`config.mk`:
```
export PLATFORM = sky130hd
export DESIGN_NAME = fetch_unit
export DESIGN_NICKNAME = d
export VERILOG_FILES = /design/src/rtl/fetch_unit.sv
export SDC_FILE = /design/constraint.sdc
export NUM_CORES = 1
export LEC_CHECK = 0
export BUFFER_PORTS_ARGS = -buffer_cell sky130_fd_sc_hd__buf_4
export CAP_MARGIN = 40
export CORE_ASPECT_RATIO = 0.75
export CORE_MARGIN = 8
export CORE_UTILIZATION = 35
export DETAILED_ROUTE_END_ITERATION = 12
export HOLD_SLACK_MARGIN = 0.12
export SLEW_MARGIN = 30
export SYNTH_ARGS = -nofsm -noshare
export SYNTH_HDL_FRONTEND = slang
export SYNTH_SLANG_ARGS = --single-unit
export TNS_END_PERCENT = 1
```
`constraint.sdc`:
```
create_clock -name clk -period 3.1 [get_ports clk]
set_clock_uncertainty 0.1 [all_clocks]
set_input_delay 0 -clock clk [delete_from_list [all_inputs] [get_ports clk]]
set_output_delay 0 -clock clk [all_outputs]
set_load 0.05 [all_outputs]
```
`src/rtl/fetch_unit.sv`:
```
// fetch_unit: instruction fetch stage with IF/ID register and one-entry skid.
//
// Keeps exactly one instruction-memory request outstanding. A redirect
// restarts fetch at a new PC. A request that is still in flight when the
// redirect arrives is drained, and its response is thrown away.
//
// Ports
//   clk          sole clock, rising edge
//   reset        synchronous, active-high
//   stall        decode cannot accept; the IF/ID outputs hold
//   redirect     taken branch; flush and refetch from redirect_pc
//   redirect_pc  branch target (bits[1:0] ignored)
//   imem_req     request valid toward instruction memory
//   imem_addr    word-aligned byte address of the request
//   imem_ready   response valid; completes the request when imem_req=1
//   imem_rdata   instruction word, valid with imem_ready
//   inst_out     IF/ID instruction
//   incinst_out  IF/ID PC+4 of inst_out
//   inst_valid   IF/ID holds a live instruction (0 = bubble)
//
// state | meaning
// ------+---------------------------------------------------------------
// IDLE  | one dead cycle after reset, no request
// REQ   | request at pc outstanding, waiting for imem_ready
// HOLD  | word captured in skid while decode stalls, no request
// DRAIN | pre-redirect request still in flight, its response is dropped

module fetch_unit #(
    parameter logic [31:0] RESET_PC = 32'h0000_0000
) (
    input  logic        clk,
    input  logic        reset,
    input  logic        stall,
    input  logic        redirect,
    input  logic [31:0] redirect_pc,
    output logic        imem_req,
    output logic [31:0] imem_addr,
    input  logic        imem_ready,
    input  logic [31:0] imem_rdata,
    output logic [31:0] inst_out,
    output logic [31:0] incinst_out,
    output logic        inst_valid
);

    localparam logic [1:0] S_IDLE  = 2'd0;
    localparam logic [1:0] S_REQ   = 2'd1;
    localparam logic [1:0] S_HOLD  = 2'd2;
    localparam logic [1:0] S_DRAIN = 2'd3;

    logic [1:0]  state;
    logic [31:0] pc;
    logic [31:0] drain_addr;
    logic [31:0] skid_inst;
    logic [31:0] skid_inc;
    logic [31:0] pc_inc;
    logic [31:0] redirect_target;

    assign pc_inc          = pc + 32'd4;
    assign redirect_target = redirect_pc & 32'hFFFF_FFFC;

    assign imem_req  = (state == S_REQ) || (state == S_DRAIN);
    // While draining, pc already points at the redirect target, so the
    // address of the in-flight request is kept separately.
    assign imem_addr = (state == S_DRAIN) ? drain_addr : pc;

    always_ff @(posedge clk) begin
        if (reset) begin
            state       <= S_IDLE;
            pc          <= RESET_PC;
            drain_addr  <= 32'd0;
            skid_inst   <= 32'd0;
            skid_inc    <= 32'd0;
            inst_out    <= 32'd0;
            incinst_out <= 32'd0;
            inst_valid  <= 1'b0;
        end else if (redirect) begin
            pc         <= redirect_target;
            inst_valid <= 1'b0;
            case (state)
                S_REQ: begin
                    if (!imem_ready) begin
                        drain_addr <= pc;
                        state      <= S_DRAIN;
                    end
                end
                S_DRAIN: begin
                    if (imem_ready) begin
                        state <= S_REQ;
                    end
                end
                default: begin
                    // IDLE or HOLD: a held skid word is simply abandoned.
                    state <= S_REQ;
                end
            endcase
        end else begin
            case (state)
                S_IDLE: begin
                    state <= S_REQ;
                    if (!stall) begin
                        inst_valid <= 1'b0;
                    end
                end
                S_REQ: begin
                    if (imem_ready) begin
                        pc <= pc_inc;
                        if (!stall) begin
                            inst_out    <= imem_rdata;
                            incinst_out <= pc_inc;
                            inst_valid  <= 1'b1;
                        end else begin
                            skid_inst <= imem_rdata;
                            skid_inc  <= pc_inc;
                            state     <= S_HOLD;
                        end
                    end else if (!stall) begin
                        inst_valid <= 1'b0;
                    end
                end
                S_HOLD: begin
                    if (!stall) begin
                        inst_out    <= skid_inst;
                        incinst_out <= skid_inc;
                        inst_valid  <= 1'b1;
                        state       <= S_REQ;
                    end
                end
                default: begin
                    if (imem_ready) begin
                        state <= S_REQ;
                    end
                    if (!stall) begin
                        inst_valid <= 1'b0;
                    end
                end
            endcase
        end
    end

endmodule
```
Yosys cells after proc, flatten, opt, wreduce, memory -nomap -nowiden
Index checks and enable logic that the tools add are counted.
{ "totals": {"reg_bits": 195, "input_bits": 69, "output_inout_bits": 98, "wordCells": 58} }
{ "op_classes": {"n_addsub": 1, "eq_ne": 10, "mux": 24, "bitwise": 2, "reduce_logical": 12} }
{ "op_table": {"columns": ["op", "count"], "rows": [
  ["2-to-1 mux 32 bit", 10],
  ["one-hot mux 32 bit (2 select lines)", 2],
  ["adder 32 x 3 -> 32 bit (second input constant)", 1],
  ["2-to-1 mux 2 bit", 6],
  ["!= test 3 bit (second input constant)", 4],
  ["AND reduction 4 bit", 2],
  ["!= test 2 bit (second input constant)", 3],
  ["one-hot mux 2 bit (3 select lines)", 1],
  ["nonzero test 2 bit", 3],
  ["AND reduction 5 bit", 1],
  ["equality test 2 bit (second input constant)", 2],
  ["one-hot mux 2 bit (2 select lines)", 1],
  ["AND reduction 2 bit", 2],
  ["2-to-1 mux 1 bit", 3],
  ["AND reduction 3 bit", 1],
  ["equality test 2 x 1 -> 1 bit (second input constant)", 1],
  ["zero test 2 bit", 1],
  ["inverter 1 bit", 2],
  ["one-hot mux 1 bit (2 select lines)", 1],
  ["OR reduction 2 bit", 1],
  ["logical OR 1 bit", 1]
]} }

Depth between registers and ports, before layout
{ "logic_depth": {"word_depth": 4, "depth_mapped": 10, "mapped_depth_nobuf": 6} }

Worst setup path before layout
Ideal clock, no wire load.
{ "synth_path": {"path_type": "reg2reg", "start": "register state[0]", "end": "register incinst_out[24]", "setup_time_ns": 0.079, "arrival_time_ns": 2.105, "required_time_ns": 2.921, "slack_ns": 0.816, "stages_incl_launch_ff": 9, "n_path_buf": 2, "period_less_slack_ns": 2.284, "cell_sequence": "dfxtp_1 -> inv_1 -> ha_1 -> clkbuf_1 -> or3_4 -> a211o_1 -> clkbuf_1 -> or4_1 -> o211ai_1"} }
{ "synth_between": {"elab_chain_cells": 3, "elab_cells_between_ends": 8, "classes_between": "eq/ne: 5; mux: 1; reduce/logical: 2"} }
{ "synth_lines": {"columns": ["element", "line_no", "rtl"], "rows": [
  ["start, declared", "50", "logic [1:0] state;"],
  ["start signal, assigned", "68", "state <= S_IDLE;"],
  ["start signal, assigned", "83", "state <= S_DRAIN;"],
  ["start signal, assigned", "88", "state <= S_REQ;"],
  ["equality test 2 x 1 -> 1 bit / equality test 2 bit (equally long branches)", "97", "case (state)"],
  ["!= test 2 bit (no line) / nonzero test 2 bit (equally long branches)", null, null],
  ["AND reduction 5 bit (no line)", null, null],
  ["end signal, assigned", "109", "incinst_out <= pc_inc;"],
  ["end signal, assigned", "123", "incinst_out <= skid_inc;"],
  ["end, declared", "41", "output logic [31:0] incinst_out,"]
]} }
Several ways; a longest one is shown, not always the timed one.
A chain may end at the register's enable or synchronous reset.

Worst setup path in the final report
{ "layout_path": {"start": "register state[0]", "end": "register pc[17]"} }
{ "layout_between": {"elab_chain_cells": 3} }
{ "layout_lines": {"columns": ["element", "line_no", "rtl"], "rows": [
  ["equality test 2 x 1 -> 1 bit", "97", null],
  ["nonzero test 2 bit (no line)", null, null],
  ["AND reduction 2 bit (no line)", null, null],
  ["end signal, assigned", "77", "pc <= redirect_target;"],
  ["end signal, assigned", "106", "pc <= pc_inc;"],
  ["end, declared", "51", "logic [31:0] pc;"]
]} }
Every way passes these cells.

==> impl_metrics.sql <==
INSERT INTO impl_metrics (metric_group, metric, value, unit) VALUES
('run_status', 'status', 'complete, no violations', ''),
('layout', 'postLayoutCellArea', '12300', 'µm²'),
('timing', 'timing_worst_slew_pin_value', '755', 'ps'),
('route', 'routedWlPerCell', '18.6', 'µm'),
('yosys', 'yosysSeqAreaShare', '0.395', ''),
('timing', 'layout_setup_ws', '134', 'ps'),
('clock_network', 'clk_latency', '440', 'ps'),
('setup_path', 'crit_chain', 'ha_2 -> nand2_1 -> buf_4 -> or4_1 -> o31a_1 -> a221oi_1 -> dlygate4sd3_1', ''),
('route', 'first_iter_violations', '809', ''),
('setup_path', 'worst-path-buf-inv', '2', ''),
('yosys', 'yosys.cell_types.count', '72', ''),
('clock_network', 'clk_pin_slew', '70', 'ps'),
('setup_path', 'critical_path.endpoint_type', 'register', ''),
('yosys', 'async_reset_ff_frac', '0', ''),
('floorplanning', 'ioPinCount', '167', ''),
('route', 'postRouteWirelength', '31.6', 'mm'),
('clock_network', 'cts_setup_buffers', '0', ''),
('route', 'post-route-drc-count', '0', ''),
('setup_path', 'crit_path_max_fanout', '14', ''),
('floorplanning', 'die_h', '158', 'µm'),
('layout', 'most-common-layout-cells', 'sky130_fd_sc_hd__buf_4, sky130_fd_sc_hd__dfxtp_1, sky130_fd_sc_hd__nand2_1, sky130_fd_sc_hd__dlygate4sd3_1, sky130_fd_sc_hd__a21oi_1', ''),
('power', 'p_leak', '0.00444', 'µW'),
('setup_path', 'critical_path.slowest_cell', 'sky130_fd_sc_hd__dlygate4sd3_1', ''),
('power', 'total_power', '6180', 'µW'),
('layout', 'n_antenna_cell', '0', ''),
('timing', 'fin_crit', '2970', 'ps'),
('floorplanning', 'site_rows', '52', ''),
('timing', 'timing.slew.headroom', '0.497', ''),
('clock_network', 'clock-sinks', '187', ''),
('layout', 'finish.net_count', '1410', ''),
('timing', 'fmaxAchievable', '0.337', 'GHz'),
('setup_path', 'critical_path_arrival', '3240', 'ps'),
('grt', 'pin_count_of_the_biggest_net_entering_global_routing', '79', ''),
('power', 'vdd_ir_drop_max', '0.000397', 'V'),
('yosys', 'synth_warnings', '0', ''),
('route', 'vias', '9225', ''),
('floorplanning', 'floorplan_die_width', '206', 'µm'),
('clock_network', 'cts_made_buffers', '17', ''),
('grt', 'initial_antenna_violation_count', '0', ''),
('power', 'p_per_area', '502', 'nW/µm²'),
('timing', 'drv_slew', '0', ''),
('yosys', 'synth.cell_area', '9470', 'µm²'),
('route', 'antenna_violating_nets_post_route', '0', ''),
('setup_path', 'timing.critical_path.slowest_cell_delay', '580', 'ps'),
('timing', 'hold_viol', '0', ''),
('timing', 'hold_ws', '130', 'ps'),
('layout', 'fraction_of_layout_cells_with_a_size_suffix_above_1', '0.211', ''),
('setup_path', 'critPathLaunchType', 'register', ''),
('placed_design', 'dpl_worst_slack', '566', 'ps'),
('timing', 'setup_viol', '0', ''),
('yosys', 'postSynthCellCount', '1149', ''),
('setup_path', 'cp_top_delay_family', 'buffers and inverters', ''),
('clock_network', 'clock_tree.root_cell', 'sky130_fd_sc_hd__clkbuf_16', ''),
('setup_path', 'critical_path.startpoint', 'state[0]$_SDFFE_PP0P_', ''),
('placed_design', 'detailed_place_hpwl', '20.9', 'mm'),
('placed_design', 'routabilityCongestion', '0.872', ''),
('yosys', 'synth_area_per_cell', '8.24', 'µm²'),
('setup_path', 'timing.critical_path.required', '3380', 'ps'),
('layout', 'multi_input_comb_area', '5070', 'µm²'),
('route', 'drt_first_pass_iters', '4', ''),
('timing', 'final.period_utilization', '0.957', ''),
('placed_design', 'placement.io_buffers', '160', ''),
('placed_design', 'detailed_place.area', '10800', 'µm²'),
('floorplanning', 'start_util', '0.353', ''),
('layout', 'seqCellArea', '3750', 'µm²'),
('layout', 'num-fill-cells', '2613', ''),
('hold_path', 'holdCritStartpoint', 'redirect', ''),
('timing', 'grt_setup_unrepaired', 'false', ''),
('floorplanning', 'die-area', '32600', 'µm²'),
('clock_network', 'clock_path_buffers', '2', ''),
('flow_run', 'max-cap-violations', '0', '');
synthesized netlist by cell type, types with 4 or more instances:
cell type,count,area (µm²)
sky130_fd_sc_hd__and4_1,11,96.3
sky130_fd_sc_hd__nand4b_1,5,43.8
sky130_fd_sc_hd__ha_1,6,75.1
sky130_fd_sc_hd__and2_1,19,119
sky130_fd_sc_hd__and3_1,6,37.5
sky130_fd_sc_hd__a21oi_1,87,435
sky130_fd_sc_hd__or3_1,5,31.3
sky130_fd_sc_hd__nor4_1,22,138
sky130_fd_sc_hd__nand2b_1,5,31.3
sky130_fd_sc_hd__or2_2,4,25.0
sky130_fd_sc_hd__a2111oi_0,7,61.3
sky130_fd_sc_hd__buf_1,8,30.0
sky130_fd_sc_hd__o31ai_1,5,37.5
sky130_fd_sc_hd__buf_2,20,100
sky130_fd_sc_hd__o221ai_1,15,131
sky130_fd_sc_hd__nand4_1,25,156
sky130_fd_sc_hd__o311ai_0,5,43.8
sky130_fd_sc_hd__o211ai_1,11,82.6
sky130_fd_sc_hd__xor2_1,4,35.0
sky130_fd_sc_hd__buf_4,17,128
sky130_fd_sc_hd__mux2_2,23,259
sky130_fd_sc_hd__clkbuf_1,74,278
sky130_fd_sc_hd__mux2i_1,47,470
sky130_fd_sc_hd__o21ai_0,39,195
sky130_fd_sc_hd__a31oi_1,12,75.1
sky130_fd_sc_hd__inv_1,21,78.8
sky130_fd_sc_hd__dfxtp_1,187,3740
sky130_fd_sc_hd__a211oi_1,53,398
sky130_fd_sc_hd__o21a_1,5,37.5
sky130_fd_sc_hd__nor3_1,33,165
sky130_fd_sc_hd__a311oi_1,8,70.1
sky130_fd_sc_hd__nor2_1,77,289
sky130_fd_sc_hd__xnor2_1,16,140
sky130_fd_sc_hd__or4_1,11,82.6
sky130_fd_sc_hd__nand3_1,16,80.1
sky130_fd_sc_hd__nor2b_1,5,31.3
sky130_fd_sc_hd__nand2_1,176,661
registers in the layout, summed over array words and instances (netlist names):
signal / flops
state: 2
drain_addr: 30
inst_out: 32
skid_inst: 32
inst_valid: 1
skid_inc: 30
pc: 30
incinst_out: 30
worst reg2reg max path, cell delays in order (launching register included):
cell	delay [ps]
sky130_fd_sc_hd__dfxtp_1	440
sky130_fd_sc_hd__ha_2	400
sky130_fd_sc_hd__nand2_1	80
sky130_fd_sc_hd__buf_4	200
sky130_fd_sc_hd__or4_1	540
sky130_fd_sc_hd__o31a_1	300
sky130_fd_sc_hd__a221oi_1	260
sky130_fd_sc_hd__dlygate4sd3_1	580
area by class of cell:
class                           instances  area share
Clock inverter                         12     0.00853
Multi-Input combinational cell        818       0.412
Timing Repair Buffer                  288       0.196
Clock buffer                           20      0.0363
Sequential cell                       187       0.304
Tap cell                              351      0.0356
Inverter                               23     0.00701
repair_timing:
item / in CTS / in global routing
hold endpoints to repair: 122 / 0
hold buffers: 89 / 0
resized for setup: 0 / 8
setup endpoints to repair: 0 / 6
metrics by stage:
stage / instances / utilization
floorplan: 1152 / -
global placement: 1576 / 0.404
detailed placement: 1577 / 0.404
CTS: 1698 / 0.458
global route: 1699 / 0.460
finish: 1699 / 0.460
cell families (layout without fill, tap and decap cells):
logic type / Yosys count / count (layout) / synth area share
buf+inv: 147 / 343 / 0.0722
xor+xnor: 20 / 20 / 0.0185
fa+ha+maj: 6 / 6 / 0.00793
compound gates: 278 / 278 / 0.194
other cells: 1 / 4 / 0.000396
mux: 70 / 70 / 0.0770
simple gates: 440 / 440 / 0.234
flops: 187 / 187 / 0.395
power breakdown:
part / leakage, µW / switching, µW / internal (µW) / total (µW)
registers: 0.00152 / 139 / 2530 / 2670
clock network: 0.000258 / 1040 / 1070 / 2120
logic: 0.00266 / 887 / 510 / 1400
total: 0.00444 / 2070 / 4110 / 6180
final timing paths:
kind | end | slack [ps] | depth (start not counted)
worst max register to register | pc[17]$_SDFFE_PP0P_ | 130 | 7
worst min-delay path | state[0]$_SDFFE_PP0P_ | 130 | 4
worst max-delay path | pc[17]$_SDFFE_PP0P_ | 130 | 7
worst min register to register | incinst_out[4]$_SDFFE_PP0P_ | 350 | 2
routing by layer:
metal | global-route usage | share of wire
met4 | 0.0526 | 0.015
met1 | 0.271 | 0.48
met3 | 0.0431 | 0.074
met5 | 0 | 0
met2 | 0.281 | 0.43
Note: power is estimated with default switching activity, not from simulation.
